**config.mk**
```make
export PLATFORM = sky130hd
export DESIGN_NAME = rom_dl_ctrl
export DESIGN_NICKNAME = d
export VERILOG_FILES = /design/src/rtl/rom_dl_pkg.sv /design/src/rtl/rom_dl_checksum.sv /design/src/rtl/rom_dl_ctrl.sv
export SDC_FILE = /design/constraint.sdc
export NUM_CORES = 1
export LEC_CHECK = 0
export BUFFER_PORTS_ARGS = -buffer_cell sky130_fd_sc_hd__buf_4
export CORE_MARGIN = 10
export CORE_UTILIZATION = 52
export CTS_CLUSTER_DIAMETER = 150
export DETAILED_ROUTE_END_ITERATION = 8
export MAX_ROUTING_LAYER = met4
export PLACE_DENSITY = 0.85
export SYNTH_ARGS = -nofsm -noshare
export SYNTH_HDL_FRONTEND = slang
export SYNTH_SLANG_ARGS = --single-unit
```
**constraint.sdc**
```tcl
create_clock -name CLK -period 6.4 [get_ports CLK]
set_input_delay 0.32 -clock CLK [delete_from_list [all_inputs] [get_ports CLK]]
set_output_delay 0.32 -clock CLK [all_outputs]
set_load 0.01 [all_outputs]
```
**src/rtl/rom_dl_pkg.sv**
```systemverilog
// Shared state encoding and ROM map constants for the ROM download controller.
package rom_dl_pkg;

  typedef enum logic [2:0] {
    IDLE  = 3'd0,
    LOAD  = 3'd1,
    CHECK = 3'd2,
    DONE  = 3'd3,
    ERROR = 3'd4
  } dl_state_e;

  localparam logic [19:0] ROM_MAIN_BASE  = 20'h00000;
  localparam logic [19:0] ROM_SUB_BASE   = 20'h10000;
  localparam logic [19:0] ROM_SOUND_BASE = 20'h20000;
  localparam logic [19:0] ROM_END        = 20'h2C000;
  localparam logic [19:0] BYTE_COUNT_MAX = 20'hFFFFF;

endpackage

```
**src/rtl/rom_dl_checksum.sv**
```systemverilog
// Additive 16-bit byte accumulator with synchronous clear and enable.
module rom_dl_checksum (
  input  logic        clk_i,
  input  logic        rst_ni,
  input  logic        clr_i,
  input  logic        en_i,
  input  logic [7:0]  data_i,
  output logic [15:0] sum_o
);

  logic [15:0] sum_q, sum_d;

  // Next accumulator value: clear wins over accumulate.
  always_comb begin
    sum_d = sum_q;
    if (clr_i) begin
      sum_d = 16'h0000;
    end else if (en_i) begin
      sum_d = sum_q + {8'h00, data_i};
    end else begin
      sum_d = sum_q;
    end
  end

  // Accumulator register.
  always_ff @(posedge clk_i or negedge rst_ni) begin
    if (!rst_ni) begin
      sum_q <= 16'h0000;
    end else begin
      sum_q <= sum_d;
    end
  end

  assign sum_o = sum_q;

endmodule

```
**src/rtl/rom_dl_ctrl.sv**
```systemverilog
// HPS ROM download controller: forwards accepted bytes, validates the set and
// gates the core reset. Define ROM_DL_CHECKSUM_EN to enable the byte checksum.
module rom_dl_ctrl
  import rom_dl_pkg::*;
#(
  parameter logic [7:0]  ROM_INDEX     = 8'h00,
  parameter logic [19:0] EXPECTED_SIZE = ROM_END
) (
  input  logic        CLK,
  input  logic        RESET_n,
  input  logic        IOCTL_DOWNLOAD,
  input  logic [7:0]  IOCTL_INDEX,
  input  logic        IOCTL_WR,
  input  logic [19:0] IOCTL_ADDR,
  input  logic [7:0]  IOCTL_DOUT,
  output logic        DL_WR,
  output logic [19:0] DL_ADDR,
  output logic [7:0]  DL_DATA,
  output logic [19:0] BYTE_COUNT,
  output logic        ROMS_READY,
  output logic        CORE_RESET_HOLD,
  output logic        DL_ERROR,
  output logic [15:0] DL_CHECKSUM
);

  dl_state_e   state_q, state_d;
  logic        dl_wr_q, dl_wr_d;
  logic [19:0] dl_addr_q, dl_addr_d;
  logic [7:0]  dl_data_q, dl_data_d;
  logic [19:0] byte_count_q, byte_count_d;
  logic        dl_error_q, dl_error_d;
  logic        roms_ready_q, roms_ready_d;
  logic        core_hold_q, core_hold_d;

  logic        index_match_s;
  logic        start_s;
  logic        load_wr_s;
  logic        accept_s;
  logic        overflow_s;
  logic        clear_s;

  assign index_match_s = (IOCTL_INDEX == ROM_INDEX);
  assign start_s       = IOCTL_DOWNLOAD && index_match_s;
  assign load_wr_s     = (state_q == LOAD) && IOCTL_WR && index_match_s;
  assign accept_s      = load_wr_s && (IOCTL_ADDR < EXPECTED_SIZE);
  assign overflow_s    = load_wr_s && (IOCTL_ADDR >= EXPECTED_SIZE);
  // Any entry into LOAD starts a fresh set, including restarts from DONE/ERROR.
  assign clear_s       = (state_q != LOAD) && (state_d == LOAD);

  // Next-state logic for the download sequencer.
  always_comb begin
    state_d = state_q;
    case (state_q)
      IDLE: begin
        if (start_s) begin
          state_d = LOAD;
        end else begin
          state_d = IDLE;
        end
      end
      LOAD: begin
        if (!IOCTL_DOWNLOAD) begin
          state_d = CHECK;
        end else begin
          state_d = LOAD;
        end
      end
      CHECK: begin
        if ((byte_count_q == EXPECTED_SIZE) && !dl_error_q) begin
          state_d = DONE;
        end else begin
          state_d = ERROR;
        end
      end
      DONE: begin
        if (start_s) begin
          state_d = LOAD;
        end else begin
          state_d = DONE;
        end
      end
      ERROR: begin
        if (start_s) begin
          state_d = LOAD;
        end else begin
          state_d = ERROR;
        end
      end
      default: begin
        state_d = IDLE;
      end
    endcase
  end

  // Datapath and status next values; status flags decode the next state so
  // they switch on the same edge as the state itself.
  always_comb begin
    dl_wr_d      = accept_s;
    dl_addr_d    = dl_addr_q;
    dl_data_d    = dl_data_q;
    byte_count_d = byte_count_q;
    dl_error_d   = dl_error_q;
    roms_ready_d = (state_d == DONE);
    core_hold_d  = (state_d != DONE);

    if (accept_s) begin
      dl_addr_d = IOCTL_ADDR;
      dl_data_d = IOCTL_DOUT;
    end else begin
      dl_addr_d = dl_addr_q;
      dl_data_d = dl_data_q;
    end

    if (clear_s) begin
      byte_count_d = 20'h00000;
    end else if (accept_s && (byte_count_q != BYTE_COUNT_MAX)) begin
      byte_count_d = byte_count_q + 20'h00001;
    end else begin
      byte_count_d = byte_count_q;
    end

    if (clear_s) begin
      dl_error_d = 1'b0;
    end else if (overflow_s) begin
      dl_error_d = 1'b1;
    end else if ((state_q == CHECK) && (state_d == ERROR)) begin
      dl_error_d = 1'b1;
    end else begin
      dl_error_d = dl_error_q;
    end
  end

  // State and output registers.
  always_ff @(posedge CLK or negedge RESET_n) begin
    if (!RESET_n) begin
      state_q      <= IDLE;
      dl_wr_q      <= 1'b0;
      dl_addr_q    <= 20'h00000;
      dl_data_q    <= 8'h00;
      byte_count_q <= 20'h00000;
      dl_error_q   <= 1'b0;
      roms_ready_q <= 1'b0;
      core_hold_q  <= 1'b1;
    end else begin
      state_q      <= state_d;
      dl_wr_q      <= dl_wr_d;
      dl_addr_q    <= dl_addr_d;
      dl_data_q    <= dl_data_d;
      byte_count_q <= byte_count_d;
      dl_error_q   <= dl_error_d;
      roms_ready_q <= roms_ready_d;
      core_hold_q  <= core_hold_d;
    end
  end

  assign DL_WR           = dl_wr_q;
  assign DL_ADDR         = dl_addr_q;
  assign DL_DATA         = dl_data_q;
  assign BYTE_COUNT      = byte_count_q;
  assign DL_ERROR        = dl_error_q;
  assign ROMS_READY      = roms_ready_q;
  assign CORE_RESET_HOLD = core_hold_q;

`ifdef ROM_DL_CHECKSUM_EN
  logic [15:0] checksum_s;

  rom_dl_checksum u_checksum (
    .clk_i  (CLK),
    .rst_ni (RESET_n),
    .clr_i  (clear_s),
    .en_i   (accept_s),
    .data_i (IOCTL_DOUT),
    .sum_o  (checksum_s)
  );

  assign DL_CHECKSUM = checksum_s;
`else
  assign DL_CHECKSUM = 16'h0000;
`endif

endmodule

```
# ---- Word-level counts from Yosys, hierarchy flattened
# Index checks and enable logic that the tools add are counted.
dict set report word_totals {
  wordCells 47
  out_inout_bits 68
  input_bits 40
  regBits 55
}
dict set report classes {
  eq_ne 11
  mux 11
  order_cmp 2
  add_sub_neg 1
  n_reduce_logical 14
}
# operator count
set ops {}
lappend ops {{$mux 20} 2}
lappend ops {{$add 20x1->20 const B} 1}
lappend ops {{$eq 20x18->1 const B} 1}
lappend ops {{$ge 20x18->1 const B} 1}
lappend ops {{$lt 20x18->1 const B} 1}
lappend ops {{$ne 20x20->1 const B} 1}
lappend ops {{$pmux 3 s5} 1}
lappend ops {{$eq 3x2->1 const B} 3}
lappend ops {{$logic_and 1x1->1} 9}
lappend ops {{$logic_not 8->1} 1}
lappend ops {{$eq 3x1->1 const B} 2}
lappend ops {{$eq 3x3->1 const B} 2}
lappend ops {{$mux 3} 2}
lappend ops {{$mux 1} 4}
lappend ops {{$mux 2} 2}
lappend ops {{$logic_not 3->1} 1}
lappend ops {{$ne 3x1->1 const B} 1}
lappend ops {{$ne 3x2->1 const B} 1}
lappend ops {{$reduce_bool 3->1} 1}
lappend ops {{$reduce_bool 2->1} 1}
lappend ops {{$logic_not 1->1} 1}

# ---- Logic depth before layout (Yosys ltp)
dict set report depth {
  ltp_word 9
  mapped_depth 8
  ltp_nobuf 7
}

# ---- Worst setup path after synthesis
# Ideal clock, no wire load.
dict set report synth_path {
  path_type {reg2reg}
  start {register byte_count_q[1] (netlist: BYTE_COUNT[1])}
  end {register byte_count_q[13] (netlist: BYTE_COUNT[13])}
  setup_ns 0.119
  slack_ns 4.258
  period_less_slack_ns 2.142
  required_ns 6.281
  arrival_ns 2.023
  stages_incl_launch_ff 9
  path_buffers 2
  path_cell_list {dfrtp_1 > ha_1 > nand3_1 > nor3_1 > and2_1 > clkbuf_1 > clkbuf_1 > nor4_1 > o21a_1}
}
dict set report synth_via {
  elab_chain_len 7
  word_cells_on_any_way 12
  cone_classes {add/sub (1); eq/ne (3); mux (4); reduce/logical (4)}
}
# element line_no
set synth_lines {}
lappend synth_lines {{start: declaration} rom_dl_ctrl.sv:30} ;# logic [19:0] byte_count_q, byte_count_d;
lappend synth_lines {{start signal: assignment} rom_dl_ctrl.sv:149} ;# byte_count_q <= byte_count_d;
lappend synth_lines {{$eq 20x18->1} rom_dl_ctrl.sv:69} ;# if ((byte_count_q == EXPECTED_SIZE) && !dl_error_q) begin
lappend synth_lines {{$logic_and 1x1->1} rom_dl_ctrl.sv:69}
lappend synth_lines {{$mux 3} rom_dl_ctrl.sv:69}
lappend synth_lines {{$pmux 3 s5} rom_dl_ctrl.sv:53} ;# case (state_q)
lappend synth_lines {{$eq 3x1->1} rom_dl_ctrl.sv:48} ;# assign clear_s = (state_q != LOAD) && (state_d == LOAD);
lappend synth_lines {{$logic_and 1x1->1} rom_dl_ctrl.sv:48}
lappend synth_lines {{$mux 20 or $reduce_bool 2->1 (tied branches)} n/a}
# Parallel ways exist; a longest one is shown, timed or not. The select of a mux whose other input is x is not followed.
# A chain may end at the register's enable or synchronous reset.

# ---- Worst setup path in the final report
dict set report layout_path {
  start {register state_q[0]}
  end {register byte_count_q[18] (netlist: BYTE_COUNT[18])}
}
dict set report layout_via {
  elab_chain_len 6
  word_cells_on_any_way 15
  cone_classes {eq/ne (6); mux (2); reduce/logical (7)}
}
# element line_no
set layout_lines {}
lappend layout_lines {{start: declaration} rom_dl_ctrl.sv:26} ;# dl_state_e state_q, state_d;
lappend layout_lines {{start signal: assignment} rom_dl_ctrl.sv:145} ;# state_q <= state_d;
lappend layout_lines {{branches (longest 6 deep; another with $mux 20)} n/a}
# Parallel ways; which one is timed is not known.

==> results.md <==
* Post-CTS Setup Bufs at 0
* Power Density at around 190 nW/um^2
* Arr. time, crit path at about 2.9 ns
* Max-slew violation count at 0
* Post-synth EDFFs at 0
* Initial antenna violation count at 0
* Root Buffer: clkbuf_8
* Synth Instances at between 300 and 400
* First-pass GRT wire length at between 10000 and 15000 um
* Netlist cell types at 46
* CP max FO at 43
* Leakage at approximately 1.8 nW
* Max-Slew Margin vs Limit at around two fifths
* Final period util at approximately 42%
* Number of global-route vias before repair at around 2400
* Final hold viol count at 0
* Synthesis-to-finish area growth at 29.0%
* CTS tree: done
* Critical Path Source Type: flop
* Clock sink total at between 50 and 60
* CP Class: flop to flop
* Top cell type's share of synthesized area at 49.4%
* Routed len/inst at between 15 and 20 um
* Hold WC Path Type: input pin to async pin
* Die height at 92.6 um
* Sequential element share of the synthesized area at between 50% and 60%
* Die footprint at 8570 um^2
* Port bufs at between 90 and 100
* Max-cap viol count at 0
* Largest net degree at the start of global routing at 56
* H-Tree Depth at 2
* 1st-iter DRT viols at a little under 200
* Yosys Warn Count at 0
* Num rows at 26
* Setup Total Neg Slack at 0 ns
* Final clock skew at around 0.010 ns
* # setup viols final at 0
* Via Count at 2561
* Achievable Freq at between 300 and 400 MHz
* Final #Nets at approximately 430
* Detailed Routing Iterations Pass 1 at 4
* Initial Util at between 50 and 60%
* Status: completed
* Synthesized flop and latch total at between 50 and 60
* # IOs at approximately 110
* Area contributors post-synth: dfrtp_1 (49%), nand2_1 (13%), buf_4 (4.4%)
* GRT overflow at 0
* CTS Buf Count at 5
* Synthesized area per cell at between 8 and 9 um^2
* Clock transition at the registers of the reported paths at 0.10 ns
* Vias/cell at ~5.5
* Async SR Flop Fraction at 100%
* Synth Cell Area at between 2000 and 3000 um^2
* Core Area at a little over 5000 um^2
* Crit path time final at 2.71 ns
* Slew @ Worst Pin at ~0.9 ns
* Die Wd at 92.6 um
* Hold_buf cts at 0
* N_diodes at 0
* Post-synth top flop: dfrtp_1
* Final WL at 7490 um
* Routed Antenna Nets at 0
* CTS max path bufs at 2
* Layout cells sized above 1 at around a quarter
* Hpwl dp at between 5000 and 6000 um
* RSZ-0062 raised after global routing: false
* Clk Latency, worst-skew pair at between 0.3 and 0.4 ns
* Resized cells post-CTS at 0
* Drt drc at 0
* Crit. End Element: flop
* Final Power at ~0.67 mW
* Area leader, netlist: dfrtp_1
* Routability cong. at ~0.9
* Total track usage at between 10% and 20%
* CP required at roughly 6.6 ns
* Peak supply drop at roughly 0.00012 V
[per-layer routing]
metal	track usage (%)	vias up	part of all wire [%]
met5	-	-	0
met4	6.43	0	2.0
met3	5.08	14	8.0
met2	27.7	108	50
met1	20.8	1226	40
li1	-	1213	-
[critical path, stage by stage, from the launching register on]
cell and delay [ns]:
dfrtp_1 0.47, nand3b_1 0.17, nor4_4 0.07, nand2_1 0.08, buf_4 0.36, clkinv_1 0.83, a41o_1 0.48, o311a_1 0.12
[metrics by stage]
step           utilization, %  area, um^2  setup WS [ns]  hold WS [ns]  instances
2_1_floorplan               -        2790           4.26        0.0244        321
3_3_place_gp             66.6        3400           3.66         0.407        454
3_5_place_dp             66.6        3400           3.56         0.406        454
4_1_cts                  69.2        3530           3.71        0.0606        462
5_1_grt                  69.2        3530           3.51        0.0740        462
6_report                 69.2        3530           3.69        0.0286        462
[registers in the layout, indices dropped and copies added, names as in the netlist]
register,flops
BYTE_COUNT,20
DL_ADDR,20
DL_DATA,8
state_q,3
CORE_RESET_HOLD,1
DL_ERROR,1
DL_WR,1
ROMS_READY,1
[final cells by class]
type | count | area, um^2
Fill cell | 416 | 1580
Inverter | 8 | 30.0
Clock inverter | 2 | 60.1
Timing Repair Buffer | 92 | 691
Multi-Input combinational cell | 229 | 1210
Sequential cell | 55 | 1380
Clock buffer | 6 | 72.6
Tap cell | 70 | 87.6
[layout by cell type (no fill, tap or decap), types with 6 or more instances in the layout]
master / count
buf_4: 92
dfrtp_1: 54
nand2_1: 92
nand4_1: 6
nand3_1: 13
nor2_1: 11
conb_1: 16
inv_1: 7
or4_1: 9
nor4_1: 7
o31ai_1: 8
a21oi_1: 17
[Yosys cell counts (2+ instances only)]
cell type	n
nand2b_1	4
dfrtp_1	54
and3_1	3
nor4_1	7
nor3_1	2
or4_1	9
nand3_1	13
nor2_1	11
clkbuf_1	10
a211o_1	2
buf_4	16
a21oi_1	17
ha_1	2
o311ai_0	2
a31oi_1	4
mux2i_1	2
nand2_1	92
buf_2	3
a41o_1	4
o21ai_0	3
o31ai_1	8
inv_1	7
and2_1	3
nand4_1	6
[power by group]
group	internal, mW	switching, mW
clock network	0.156	0.114
registers	0.351	0.00423
logic	0.0208	0.0200
total	0.528	0.138
[path summary, 6_finish.rpt]
check | startpoint | to | slack (ns) | cells past startpoint
setup / recovery | state_q[0] | BYTE_COUNT[18] | 3.69 | 7
hold / removal | RESET_n | DL_DATA[6] | 0.03 | 1
hold reg to reg | DL_ADDR[6] | DL_ADDR[6] | 0.48 | 2
min in group CLK | IOCTL_ADDR[10] | DL_ADDR[10] | 0.18 | 3
setup reg to reg | state_q[0] | BYTE_COUNT[18] | 3.69 | 7
max in group asynchronous | RESET_n | DL_ERROR | 5.91 | 1
[cells by family after synthesis]
kind of cell / share of synthesized area, %
and+or+nand+nor: 27.8
DFF: 50.3
AOI/OAI and AO/OA: 12.7
buffers and inverters: 7.40
muxes: 0.731
adders and majority gates: 0.914
other: 0.137
(Power assumes the default switching activity.)
